--- config.mk ---
export PLATFORM = sky130hd
export DESIGN_NAME = reg_writeback
export DESIGN_NICKNAME = d
export VERILOG_FILES = /design/src/rtl/cpu_pkg.sv /design/src/rtl/wb_fifo.sv /design/src/rtl/reg_writeback.sv
export SDC_FILE = /design/constraint.sdc
export NUM_CORES = 1
export LEC_CHECK = 0
export CAP_MARGIN = 10
export CORE_ASPECT_RATIO = 1.5
export CORE_MARGIN = 8
export CORE_UTILIZATION = 45
export CTS_CLUSTER_DIAMETER = 200
export DETAILED_ROUTE_END_ITERATION = 6
export DONT_BUFFER_PORTS = 1
export PLACE_DENSITY = 0.67
export SLEW_MARGIN = 10
export SYNTH_ARGS = -nofsm -noshare
export SYNTH_HDL_FRONTEND = slang
export SYNTH_SLANG_ARGS = --single-unit
export TNS_END_PERCENT = 20
--- constraint.sdc ---
create_clock -name clk -period 3.75 [get_ports clk]
set_input_delay 0.375 -clock clk [delete_from_list [all_inputs] [get_ports clk]]
set_output_delay 0.375 -clock clk [all_outputs]
set_load 0.05 [all_outputs]
--- src/rtl/cpu_pkg.sv ---
// Shared types and sizes for the CPU register-file write path.
// Results travel as wb_entry_t; wb_src_t names the two result producers.
package cpu_pkg;

  localparam int DATA_W        = 16;
  localparam int ADDR_W        = 4;
  localparam int NREGS         = 1 << ADDR_W;
  localparam int WB_FIFO_DEPTH = 4;

  typedef struct packed {
    logic [ADDR_W-1:0] rd;
    logic [DATA_W-1:0] data;
  } wb_entry_t;

  typedef enum logic {
    SRC_ALU = 1'b0,
    SRC_LSU = 1'b1
  } wb_src_t;

  function automatic wb_src_t other_src(input wb_src_t s);
    return (s == SRC_ALU) ? SRC_LSU : SRC_ALU;
  endfunction

endpackage

--- src/rtl/wb_fifo.sv ---
// Two-write / one-read circular queue of writeback entries; head is combinational from storage.
// Caller guarantees space (no overflow check) and only asserts wr1_en together with wr0_en.
module wb_fifo
  import cpu_pkg::*;
#(
  parameter  int DEPTH = 4,
  localparam int PW    = $clog2(DEPTH),
  localparam int CW    = PW + 1
) (
  input  logic          clk,
  input  logic          rst_n,
  input  logic          wr0_en,
  input  wb_entry_t     wr0_dat,
  input  logic          wr1_en,
  input  wb_entry_t     wr1_dat,
  input  logic          rd_en,
  output wb_entry_t     head,
  output logic [CW-1:0] count
);

  wb_entry_t         mem [DEPTH];
  logic [PW-1:0]     hd_ptr;
  logic [PW-1:0]     tl_ptr;

  // Storage is not reset: pointers and count define what is valid.
  always_ff @(posedge clk) begin
    if (wr0_en) mem[tl_ptr] <= wr0_dat;
    if (wr1_en) mem[tl_ptr + PW'(wr0_en)] <= wr1_dat;
  end

  always_ff @(posedge clk or negedge rst_n) begin
    if (!rst_n) begin
      hd_ptr <= '0;
      tl_ptr <= '0;
      count  <= '0;
    end else begin
      tl_ptr <= tl_ptr + PW'(wr0_en) + PW'(wr1_en);
      hd_ptr <= hd_ptr + PW'(rd_en);
      count  <= count + CW'(wr0_en) + CW'(wr1_en) - CW'(rd_en);
    end
  end

  assign head = mem[hd_ptr];

endmodule

--- src/rtl/reg_writeback.sv ---
// Merges ALU/LSU results into a queue and retires one regfile write per cycle; tracks pending writes.
// Handshake to wen takes two edges on an empty queue; readies come from registered occupancy only.
module reg_writeback
  import cpu_pkg::*;
#(
  parameter  int FIFO_DEPTH = WB_FIFO_DEPTH,
  localparam int CNT_W      = $clog2(FIFO_DEPTH) + 1
) (
  input  logic              clk,
  input  logic              rst_n,
  input  logic              iss_valid,
  input  logic [ADDR_W-1:0] iss_rd,
  input  logic              alu_valid,
  output logic              alu_ready,
  input  logic [ADDR_W-1:0] alu_rd,
  input  logic [DATA_W-1:0] alu_data,
  input  logic              lsu_valid,
  output logic              lsu_ready,
  input  logic [ADDR_W-1:0] lsu_rd,
  input  logic [DATA_W-1:0] lsu_data,
  output logic              wen,
  output logic [ADDR_W-1:0] rd,
  output logic [DATA_W-1:0] wdata,
  output logic [NREGS-1:0]  busy,
  output logic [CNT_W-1:0]  fifo_count
);

  wb_src_t          rr_ptr;
  logic [CNT_W-1:0] free;
  logic             alu_push, lsu_push, fav_push, pop;
  wb_entry_t        alu_ent, lsu_ent, wr0_dat, wr1_dat, head;
  logic             wr0_en, wr1_en;
  logic [NREGS-1:0] busy_nxt;

  assign free      = CNT_W'(FIFO_DEPTH) - fifo_count;
  // With a single free slot only the favoured source may push, whether or not it is valid.
  assign alu_ready = (free >= CNT_W'(2)) || ((free == CNT_W'(1)) && (rr_ptr == SRC_ALU));
  assign lsu_ready = (free >= CNT_W'(2)) || ((free == CNT_W'(1)) && (rr_ptr == SRC_LSU));
  assign alu_push  = alu_valid && alu_ready;
  assign lsu_push  = lsu_valid && lsu_ready;
  assign fav_push  = (rr_ptr == SRC_ALU) ? alu_push : lsu_push;
  assign pop       = (fifo_count != '0);

  assign alu_ent = '{rd: alu_rd, data: alu_data};
  assign lsu_ent = '{rd: lsu_rd, data: lsu_data};

  always_comb begin
    wr0_en = alu_push || lsu_push;
    wr1_en = alu_push && lsu_push;
    if (rr_ptr == SRC_ALU) begin
      wr0_dat = alu_push ? alu_ent : lsu_ent;
      wr1_dat = lsu_ent;
    end else begin
      wr0_dat = lsu_push ? lsu_ent : alu_ent;
      wr1_dat = alu_ent;
    end
  end

  wb_fifo #(.DEPTH(FIFO_DEPTH)) u_fifo (
    .clk     (clk),
    .rst_n   (rst_n),
    .wr0_en  (wr0_en),
    .wr0_dat (wr0_dat),
    .wr1_en  (wr1_en),
    .wr1_dat (wr1_dat),
    .rd_en   (pop),
    .head    (head),
    .count   (fifo_count)
  );

  always_ff @(posedge clk or negedge rst_n) begin
    if (!rst_n) begin
      rr_ptr <= SRC_ALU;
    end else if (fav_push) begin
      rr_ptr <= other_src(rr_ptr);
    end
  end

  always_ff @(posedge clk or negedge rst_n) begin
    if (!rst_n) begin
      wen   <= 1'b0;
      rd    <= '0;
      wdata <= '0;
    end else begin
      wen <= pop;
      if (pop) begin
        rd    <= head.rd;
        wdata <= head.data;
      end
    end
  end

  // Issue is applied after commit so a same-cycle set of the committing register wins.
  always_comb begin
    busy_nxt = busy;
    if (wen)       busy_nxt[rd]     = 1'b0;
    if (iss_valid) busy_nxt[iss_rd] = 1'b1;
  end

  always_ff @(posedge clk or negedge rst_n) begin
    if (!rst_n) busy <= '0;
    else        busy <= busy_nxt;
  end

`ifndef SYNTHESIS
  a_waw: assert property (@(posedge clk) disable iff (!rst_n)
    iss_valid |-> (!busy[iss_rd] || (wen && (rd == iss_rd))));
  a_alu_busy: assert property (@(posedge clk) disable iff (!rst_n)
    alu_push |-> busy[alu_rd]);
  a_lsu_busy: assert property (@(posedge clk) disable iff (!rst_n)
    lsu_push |-> busy[lsu_rd]);
  a_alu_hold: assert property (@(posedge clk) disable iff (!rst_n)
    (alu_valid && !alu_ready) |=> (alu_valid && $stable(alu_rd) && $stable(alu_data)));
  a_lsu_hold: assert property (@(posedge clk) disable iff (!rst_n)
    (lsu_valid && !lsu_ready) |=> (lsu_valid && $stable(lsu_rd) && $stable(lsu_data)));
  a_cnt_max: assert property (@(posedge clk) disable iff (!rst_n)
    fifo_count <= CNT_W'(FIFO_DEPTH));
`endif

endmodule

==> summary.txt, run 1 <==
Synth
  • Synth async-reset ratio: 36.0%
  • Post-synth top cells: 80 x edfxtp_1, 65 x mux2_2, 61 x nand2_1
  • Count leader, synth: edfxtp_1
  • Top cell type's share of synthesized area: 40.0%
  • Synthesized area: 0.00600 mm2
  • Ys flop type: edfxtp_1
  • Synth area leaders: edfxtp_1 40%, dfrtp_1 19%, mux2_2 12%, mux4_2 7.5%, nand2_1 3.8%
  • Leading area contributor after synthesis: edfxtp_1
  • Cells after synthesis: 414
  • Post-synthesis sequential area ratio: 58.8%
  • Number of synthesized flops with an enable pin: 80
  • Flops & latches, synth: 125
  • Distinct cells, synth: 36
  • Post-Syn Nets: 473
  • Syn avg cell area: 14.5 um2
  • Yosys warns: 0

Final layout
  • Sequential Area: 0.00353 mm2
  • Fin nets: 500
  • Share of post-route cells with drive strength above 1: 35.9%
  • Number of antenna diodes: 0
  • Area of the multi-input gates: 0.00242 mm2
  • Area Growth Syn to Fin: 19.2%
  • Filler cells: 1073
  • Post-layout util: 55.0%

Critical path
  • Path depth of the worst reg2reg path: 13
  • R2r endpoint: u_fifo.mem[0][7]$_DFFE_PP_
  • Reg2Reg Setup Slack: 220 ps
  • R2r startpoint: u_fifo.count[1]$_DFF_PN0_
  • CP arrival: 3680 ps
  • CP startpoint: u_fifo.count[1]$_DFF_PN0_
  • CP Data Required Time: 3900 ps
  • Crit Path Class: reg -> reg
  • Critical-path maximum fanout: 10
  • Worst Setup Start Kind: flip-flop
  • Critical Path End Type: flip-flop

STA
  • Slew Viols, Final: 0
  • Clock Skew: 14.6 ps
  • Final hold violation count: 0
  • Worst-Margin Slew: 996 ps
  • Period utilization: 94.2%
  • Fmax: 0.283 GHz
  • RSZ-0062 raised after global routing: no
  • Relative slew margins: 33.6%
  • # setup viols final: 0
  • Worst setup slack after layout: 218 ps
  • Final min period: 3530 ps

Worst hold path
  • Min-Delay Endpoint: busy[12]$_DFF_PN0_
  • Min-delay worst type: in -> reg
  • Hold path cells: 1
  • Min-delay src: iss_rd[0]

Placed design
  • Buffers on Ports: 0
  • GPL Wtd Cong: 0.883
  • Hpwl dp: 9.16 mm
  • Placement Setup Slack: 24.4 ps

Floorplan
  • Row count: 51
  • Initial Util: 46.1%
  • Core area: 0.0130 mm2
  • DIE AREA: 0.0174 mm2
  • Die Span X: 110 um
  • Die Height: 157 um
  • I/O pin cnt: 91

Drt
  • 1st-iter DRT viols: 223
  • Vias per Instance: 5.72
  • Routed WL per cell: 22.9 um
  • Total Wirelength: 14.0 mm
  • Post-DRT Antenna Nets: 0
  • Vias: 3508
  • Drt first pass iters: 5
  • DR DRC count: 0

Global routing
  • Vias in the first global route: 3821
  • Largest net degree at the start of global routing: 46
  • Gr ovfl total: 0
  • GRT Util Overall: 16.4%
  • Initial antenna violation count: 0
  • First-pass GRT wire length: 20.9 mm

Clocking
  • Clock buffer depth: 2
  • Total CTS buffers: 17
  • # H-tree levels: 4
  • CTS root buffer: clkbuf_16
  • Clock-pin slew on the worst setup and hold paths: 60 ps
  • TritonCTS sink count: 125
  • TritonCTS clock tree: yes
  • Clk_lat worst skew: 410 ps

Flow run
  • Total of max-cap violations: 0

Outcome
  • Run status: complete, no violations
-- repair_timing --
| item | 4_1_cts | 5_1_grt |
|---|---|---|
| resized for setup | 0 | 17 |
| hold endpoints to repair | 45 | 0 |
| hold buffers | 2 | 0 |
| setup endpoints to repair | 0 | 80 |
| setup buffers | 0 | 4 |
-- critical path, cell delays in order, from the launching register on --
cell	delay [ps]
dfrtp_1	350
inv_1	80
ha_1	180
ha_1	290
or4b_4	470
a21oi_2	140
nor2_2	70
ha_2	340
and3b_2	230
and2_4	190
a221oi_4	280
buf_4	170
buf_12	140
mux2_2	350
-- registers in the layout (all words and copies together), names as in the netlist --
name           cells
u_fifo.mem        80
busy              16
wdata             16
rd                 4
u_fifo.count       3
u_fifo.hd_ptr      2
u_fifo.tl_ptr      2
rr_ptr             1
wen                1
-- worst max-delay path by stage --
stage | slack [ps] | endpoint
after CTS | 7 | u_fifo.mem[3][17]$_DFFE_PP_
after global placement | 80 | u_fifo.mem[3][9]$_DFFE_PP_
after detailed placement | 20 | u_fifo.mem[1][19]$_DFFE_PP_
after global routing | 100 | u_fifo.mem[0][7]$_DFFE_PP_
after floorplan | -210 | u_fifo.mem[0][0]$_DFFE_PP_
final | 220 | u_fifo.mem[0][7]$_DFFE_PP_
-- cells in the final DEF, fill, tap and decap left out, types with 7 or more instances in the layout --
master | netlist | final
inv_1 | 12 | 12
edfxtp_1 | 80 | 80
ha_1 | 8 | 7
o21ai_0 | 32 | 32
mux2_2 | 65 | 65
dfrtp_1 | 45 | 45
nand2_1 | 61 | 61
buf_4 | 0 | 12
nand3_1 | 9 | 7
clkbuf_16 | 0 | 19
mux2_1 | 15 | 15
mux4_2 | 20 | 20
buf_12 | 0 | 7
nand2b_1 | 7 | 7
-- metrics by stage --
stage,hold WS (ps),TNS (ps),std cells,area [um2]
2_1_floorplan,79.4,-20650,414,6000
3_3_place_gp,82.1,0,572,6360
3_5_place_dp,82.4,0,572,6360
4_1_cts,56.6,0,606,7010
5_1_grt,54.5,0,613,7160
6_report,72.5,0,613,7160
-- routing by layer --
layer  vias up  global-route usage, %  wire length [um]
li1       1600                      -                 -
met1      1792                   17.5              5120
met2        97                   28.6              7580
met3        19                   5.32              1050
met4         0                   7.33               299
met5         -                      0                 0
-- cell families after synthesis --
family,count (synthesis),share of synthesized area (%)
compound gates,46,4.94
simple gates,97,7.61
fa+ha+maj,10,2.33
flops,125,58.8
xor+xnor,6,0.876
mux,100,22.5
buf+inv,30,2.96
-- area by class of cell --
cell class | count | share of cell area (%)
multi-input combinational | 259 | 33.8
clock inverter | 10 | 1.92
tap | 159 | 2.78
inverter | 12 | 0.629
clock buffer | 22 | 6.63
sequential | 125 | 49.3
timing repair buffer | 26 | 4.91
Power of run 1 is not shown: default switching activity piles up to over one toggle a cycle in this logic, so the estimate is an artifact.
==> run 2: changes to the inputs <==
- CTS_CLUSTER_SIZE: not set -> 14
- PLACE_DENSITY: 0.67 -> not set
- PLACE_DENSITY_LB_ADDON: not set -> 0.25
==> run 2 against run 1 <==
- via count grew 1.5%
- register-to-register slack lost 20 ps
- cell count is the same
- design area shrank 1.3%
- first-iteration DRC count grew 6.3%
- clock skew shrank 3.4 ps
- clock-buffer cell count shrank 1
- fmax shrank 0.57%
- utilization shrank 0.73 points
- critical path depth shrank 1
- hold slack lost 8.5 ps
- critical path type unchanged
==> summary.txt, run 2 (synthesized netlist as in run 1, its figures left out) <==
Outcome
  • Run status: complete, no violations

STA
  • # setup viols final: 0
  • Clock Skew: 11.2 ps
  • Worst-Margin Slew: 1130 ps
  • Final min period: 3550 ps
  • Final hold violation count: 0
  • Fmax: 0.282 GHz
  • RSZ-0062 raised after global routing: no
  • Relative slew margins: 24.8%
  • Slew Viols, Final: 0
  • Period utilization: 94.7%
  • Hold Worst Slack: 64.0 ps

Critical path
  • Crit Path Class: reg -> reg
  • Critical path depth: 12
  • Critical-path maximum fanout: 8
  • Top delay family on crit path: simple AND/OR/NAND/NOR gates
  • CP Buf/Inv Count: 2
  • Critical path's largest stage delay: 470 ps
  • Worst path slowest cell: or4b_4
  • Path depth of the worst reg2reg path: 12
  • Critical Path End Type: flip-flop
  • Crit-path cells: inv_1 -> ha_1 -> ha_1 -> or4b_4 -> a21oi_2 -> nor2_1 -> ha_2 -> and3b_1 -> and2_2 -> a221oi_4 -> buf_6 -> mux2_1
  • Crit path top cell by count: ha_1
  • Worst Setup Start Kind: flip-flop
  • CP arrival: 3700 ps
  • CP Data Required Time: 3900 ps

Global routing
  • Gr ovfl total: 0
  • Largest net degree at the start of global routing: 46
  • First-pass GRT wire length: 21.4 mm
  • Vias in the first global route: 3914
  • GRT Util Overall: 16.7%
  • Initial antenna violation count: 0

Clocking
  • Total CTS buffers: 17
  • Clock-pin slew on the worst setup and hold paths: 50 ps
  • TritonCTS sink count: 125
  • TritonCTS clock tree: yes
  • Clock buffer depth: 2
  • CTS root buffer: clkbuf_16
  • Clk_lat worst skew: 410 ps
  • # H-tree levels: 4

Placed design
  • Hpwl dp: 9.04 mm
  • GPL Wtd Cong: 0.828
  • Buffers on Ports: 0

Final layout
  • Fin nets: 500
  • Top reg by flops: u_fifo.mem
  • Share of post-route cells with drive strength above 1: 34.6%
  • Max reg flops: 80
  • Most frequent cells in the layout: 80 x edfxtp_1, 65 x mux2_2, 61 x nand2_1
  • Area Growth Syn to Fin: 17.6%
  • Most common cell after layout, fill and taps aside: edfxtp_1
  • Number of antenna diodes: 0
  • Biggest regs: u_fifo.mem x80, busy x16, wdata x16

Drt
  • Total Wirelength: 14.2 mm
  • 1st-iter DRT viols: 237
  • DR DRC count: 0
  • Drt first pass iters: 5
  • Vias per Instance: 5.81
  • Routed WL per cell: 23.2 um
  • Vias: 3561
  • Post-DRT Antenna Nets: 0

Floorplan
  • Die Span X: 110 um
  • DIE AREA: 0.0174 mm2
  • I/O pin cnt: 91
  • Initial Util: 46.1%
  • Core area: 0.0130 mm2
  • Die Height: 157 um
  • Row count: 51

Flow run
  • Total of max-cap violations: 0

Worst hold path
  • Min-delay worst type: in -> reg
  • Hold path cells: 1
-- run 2: cell types whose count changed in the layout (fill, tap and decap cells not counted), moves of 2 or more --
cell	before	now
buf_6	3	5
buf_4	12	14
buf_12	7	4
clkbuf_8	3	1
-- run 2: cell type report --
cell class	count	area [um2]
Tap cell	159	199
Inverter	12	45.0
Clock buffer	21	450
Sequential cell	125	3530
Fill cell	1101	5960
Clock inverter	11	118
Multi-Input combinational cell	259	2420
Timing Repair Buffer	26	304
-- run 2: repair_timing --
item | 4_1_cts | 5_1_grt
setup endpoints to repair | 0 | 84
buffers inserted | 0 | 2
endpoints found under the hold margin | 45 | 0
hold buffers | 2 | 0
resized for setup | 0 | 17
-- run 2: worst reg2reg max path, stage by stage (launching register included) --
cell and delay, ps:
dfrtp_1 340, inv_1 80, ha_1 210, ha_1 290
or4b_4 470, a21oi_2 150, nor2_1 70, ha_2 330
and3b_1 190, and2_2 240, a221oi_4 340, buf_6 220
mux2_1 360
-- run 2: path summary, 6_finish.rpt --
kind                            slack, ps                        from                     endpoint
worst max-delay path                  200   u_fifo.count[0]$_DFF_PN0_  u_fifo.mem[0][18]$_DFFE_PP_
worst min-delay path                   60                   iss_rd[0]           busy[12]$_DFF_PN0_
worst max register to register        200   u_fifo.count[0]$_DFF_PN0_  u_fifo.mem[0][18]$_DFFE_PP_
worst min register to register        660  u_fifo.mem[0][0]$_DFFE_PP_         wdata[0]$_DFFE_PN0N_
max in group asynchronous            3030                       rst_n            rd[0]$_DFFE_PN0N_
min in group asynchronous             500                       rst_n        wdata[12]$_DFFE_PN0N_
-- run 2: stage by stage --
step | worst slack (ps) | instance area [um2] | instances | TNS (ps) | utilization (%)
floorplan | -208 | 6000 | 414 | -20650 | -
CTS | 62.3 | 6940 | 608 | 0 | 53.3
global placement | 101 | 6330 | 574 | 0 | 48.7
detailed placement | 73.5 | 6330 | 574 | 0 | 48.7
global route | 64.0 | 7060 | 613 | 0 | 54.2
finish | 198 | 7060 | 613 | 0 | 54.2
-- run 2: per-layer routing --
metal  track usage (%)  part of all wire, %
met2              28.9                   53
met3              5.77                  7.8
met4              6.18                  1.5
met5                 0                    0
met1              18.2                   38
Power of run 2 is left out for the same reason.
==> run 3: changes to the inputs <==
- CORE_UTILIZATION: 45 -> 35
==> run 3 against run 2 <==
- routed wire length up 6.7%
- design area up 2.1%
- flip-flop and latch count is the same
- first-iteration DRC count shrank 28%
- worst setup slack got worse by 95 ps
- die area is 25% higher
- critical path depth up 1
- sequential share of layout area shrank 1.0 points
- global-route usage fell by 2.0 points
- clock skew fell by 3.1 ps
- register-to-register slack worse by 95 ps
- critical path type unchanged
==> summary.txt, run 3 (synthesized netlist as in run 1, its figures left out) <==
Placed design
  • GPL Wtd Cong: 0.854
  • Buffers on Ports: 0
  • Placement Setup Slack: -73.6 ps
  • Hpwl dp: 9.66 mm
  • Placed cells: 622

Critical path
  • CP Data Required Time: 3910 ps
  • Worst Setup Start Kind: flip-flop
  • Crit Path Class: reg -> reg
  • CP arrival: 3810 ps
  • Top delay family on crit path: simple AND/OR/NAND/NOR gates
  • R2r endpoint: u_fifo.mem[2][13]$_DFFE_PP_
  • Critical path's largest stage delay: 470 ps
  • R2r startpoint: u_fifo.count[0]$_DFF_PN0_
  • Crit-path cells: inv_2 -> ha_1 -> ha_1 -> or4b_4 -> a21oi_2 -> nor2_2 -> ha_4 -> and3b_2 -> and2_4 -> a221oi_4 -> buf_6 -> bufbuf_16 -> mux2_2
  • Critical-path maximum fanout: 5
  • CP Buf/Inv Count: 3
  • Worst path slowest cell: or4b_4
  • Reg2Reg Setup Slack: 100 ps
  • Critical Path End Type: flip-flop
  • Crit path top cell by count: ha_1
  • Path depth of the worst reg2reg path: 13

Worst hold path
  • Hold path cells: 1
  • Min-delay src: iss_rd[0]
  • Min-Delay Endpoint: busy[12]$_DFF_PN0_
  • Min-delay worst type: in -> reg

Drt
  • Total Wirelength: 15.2 mm
  • Drt first pass iters: 4
  • Vias: 3553
  • Vias per Instance: 5.33
  • DR DRC count: 0
  • 1st-iter DRT viols: 170
  • Routed WL per cell: 22.8 um
  • Post-DRT Antenna Nets: 0

STA
  • # setup viols final: 0
  • Fmax: 0.274 GHz
  • RSZ-0062 raised after global routing: yes
  • Final min period: 3650 ps
  • Worst setup slack after layout: 102 ps
  • Worst-Margin Slew: 1070 ps
  • Clock Skew: 8.15 ps
  • Final hold violation count: 0
  • Slew Viols, Final: 0
  • Period utilization: 97.3%
  • Relative slew margins: 29.0%

Floorplan
  • Die Height: 176 um
  • I/O pin cnt: 91
  • Initial Util: 35.8%
  • DIE AREA: 0.0217 mm2
  • Die Span X: 123 um
  • Row count: 58
  • Core area: 0.0168 mm2

Final layout
  • Most frequent cells in the layout: 80 x edfxtp_1, 65 x mux2_2, 61 x nand2_1
  • Top reg by flops: u_fifo.mem
  • Share of post-route cells with drive strength above 1: 36.0%
  • Filler cells: 1521
  • Most common cell after layout, fill and taps aside: edfxtp_1
  • Fin nets: 502
  • Number of antenna diodes: 0
  • Area Growth Syn to Fin: 20.0%
  • Non-Filler Instances: 666
  • Post-layout util: 43.0%
  • Biggest regs: u_fifo.mem x80, busy x16, wdata x16
  • Max reg flops: 80

Clocking
  • CTS root buffer: clkbuf_16
  • TritonCTS sink count: 125
  • Total CTS buffers: 17
  • Clock-pin slew on the worst setup and hold paths: 60 ps
  • Clock buffer depth: 2
  • TritonCTS clock tree: yes
  • # H-tree levels: 4
  • Clk_lat worst skew: 410 ps

Global routing
  • Vias in the first global route: 3976
  • Largest net degree at the start of global routing: 46
  • Initial antenna violation count: 0
  • Gr ovfl total: 0
  • GRT Util Overall: 14.7%
  • First-pass GRT wire length: 23.4 mm

Outcome
  • Run status: complete, no violations

Flow run
  • Total of max-cap violations: 0
-- run 3: cell types whose count changed in the layout (fill, tap and decap cells not counted), moves of 2 or more --
cell | before | now
clkinv_4 | 1 | 4
buf_12 | 4 | 7
clkinv_1 | 2 | 0
buf_6 | 5 | 3
-- run 3: through the flow --
stage                     instance area (um2)  setup TNS [ps]  hold slack [ps]
after floorplan                          6000          -20650             79.4
after global placement                   6410               0             80.7
after detailed placement                 6410           -3240             80.5
after CTS                                7220               0             41.3
after global routing                     7210           -2.88             48.2
final                                    7210               0             60.3
-- run 3: routing by layer --
metal / wire [um] / share of wire, % / global-route usage [%] / vias to the layer above
met5: 0 / 0 / 0 / -
met4: 399 / 2.6 / 6.68 / 0
met3: 1090 / 7.2 / 4.92 / 26
met2: 8260 / 54 / 26.3 / 109
met1: 5430 / 36 / 15.0 / 1798
li1: - / - / - / 1620
-- run 3: timing repair --
item,in CTS,in global routing
cloned,3,0
pin swaps,2,2
setup endpoints to repair,80,55
setup buffers,7,1
hold buffers,2,0
gates resized for setup,15,2
hold endpoints to repair,45,0
-- run 3: worst reg2reg max path: cells and delay by family (launching register included) --
kind	cells	cell delay, ps
and+or+nand+nor	4	980
adders and majority gates	3	780
buffers and inverters	3	510
AOI/OAI and AO/OA	2	450
DFF	1	360
muxes	1	330
-- run 3: worst max path at each step --
stage	slack, ps	depth (start not counted)	startpoint	end
after floorplan	-210	9	u_fifo.count[1]$_DFF_PN0_	u_fifo.mem[0][0]$_DFFE_PP_
after global placement	20	12	u_fifo.count[0]$_DFF_PN0_	u_fifo.mem[3][11]$_DFFE_PP_
after detailed placement	-70	12	u_fifo.count[0]$_DFF_PN0_	u_fifo.mem[2][18]$_DFFE_PP_
after CTS	70	13	u_fifo.count[0]$_DFF_PN0_	u_fifo.mem[2][6]$_DFFE_PP_
after global routing	-3	13	u_fifo.count[0]$_DFF_PN0_	u_fifo.mem[2][7]$_DFFE_PP_
final	100	13	u_fifo.count[0]$_DFF_PN0_	u_fifo.mem[2][13]$_DFFE_PP_
-- run 3: area by class of cell --
type | count | area (um2) | share of cell area [%]
inverter | 12 | 45.0 | 0.625
clock buffer | 19 | 433 | 6.01
clock inverter | 13 | 143 | 1.98
sequential | 125 | 3530 | 49.0
timing repair buffer | 28 | 377 | 5.23
tap | 210 | 263 | 3.65
multi-input combinational | 259 | 2420 | 33.6
Power of run 3 is left out for the same reason.
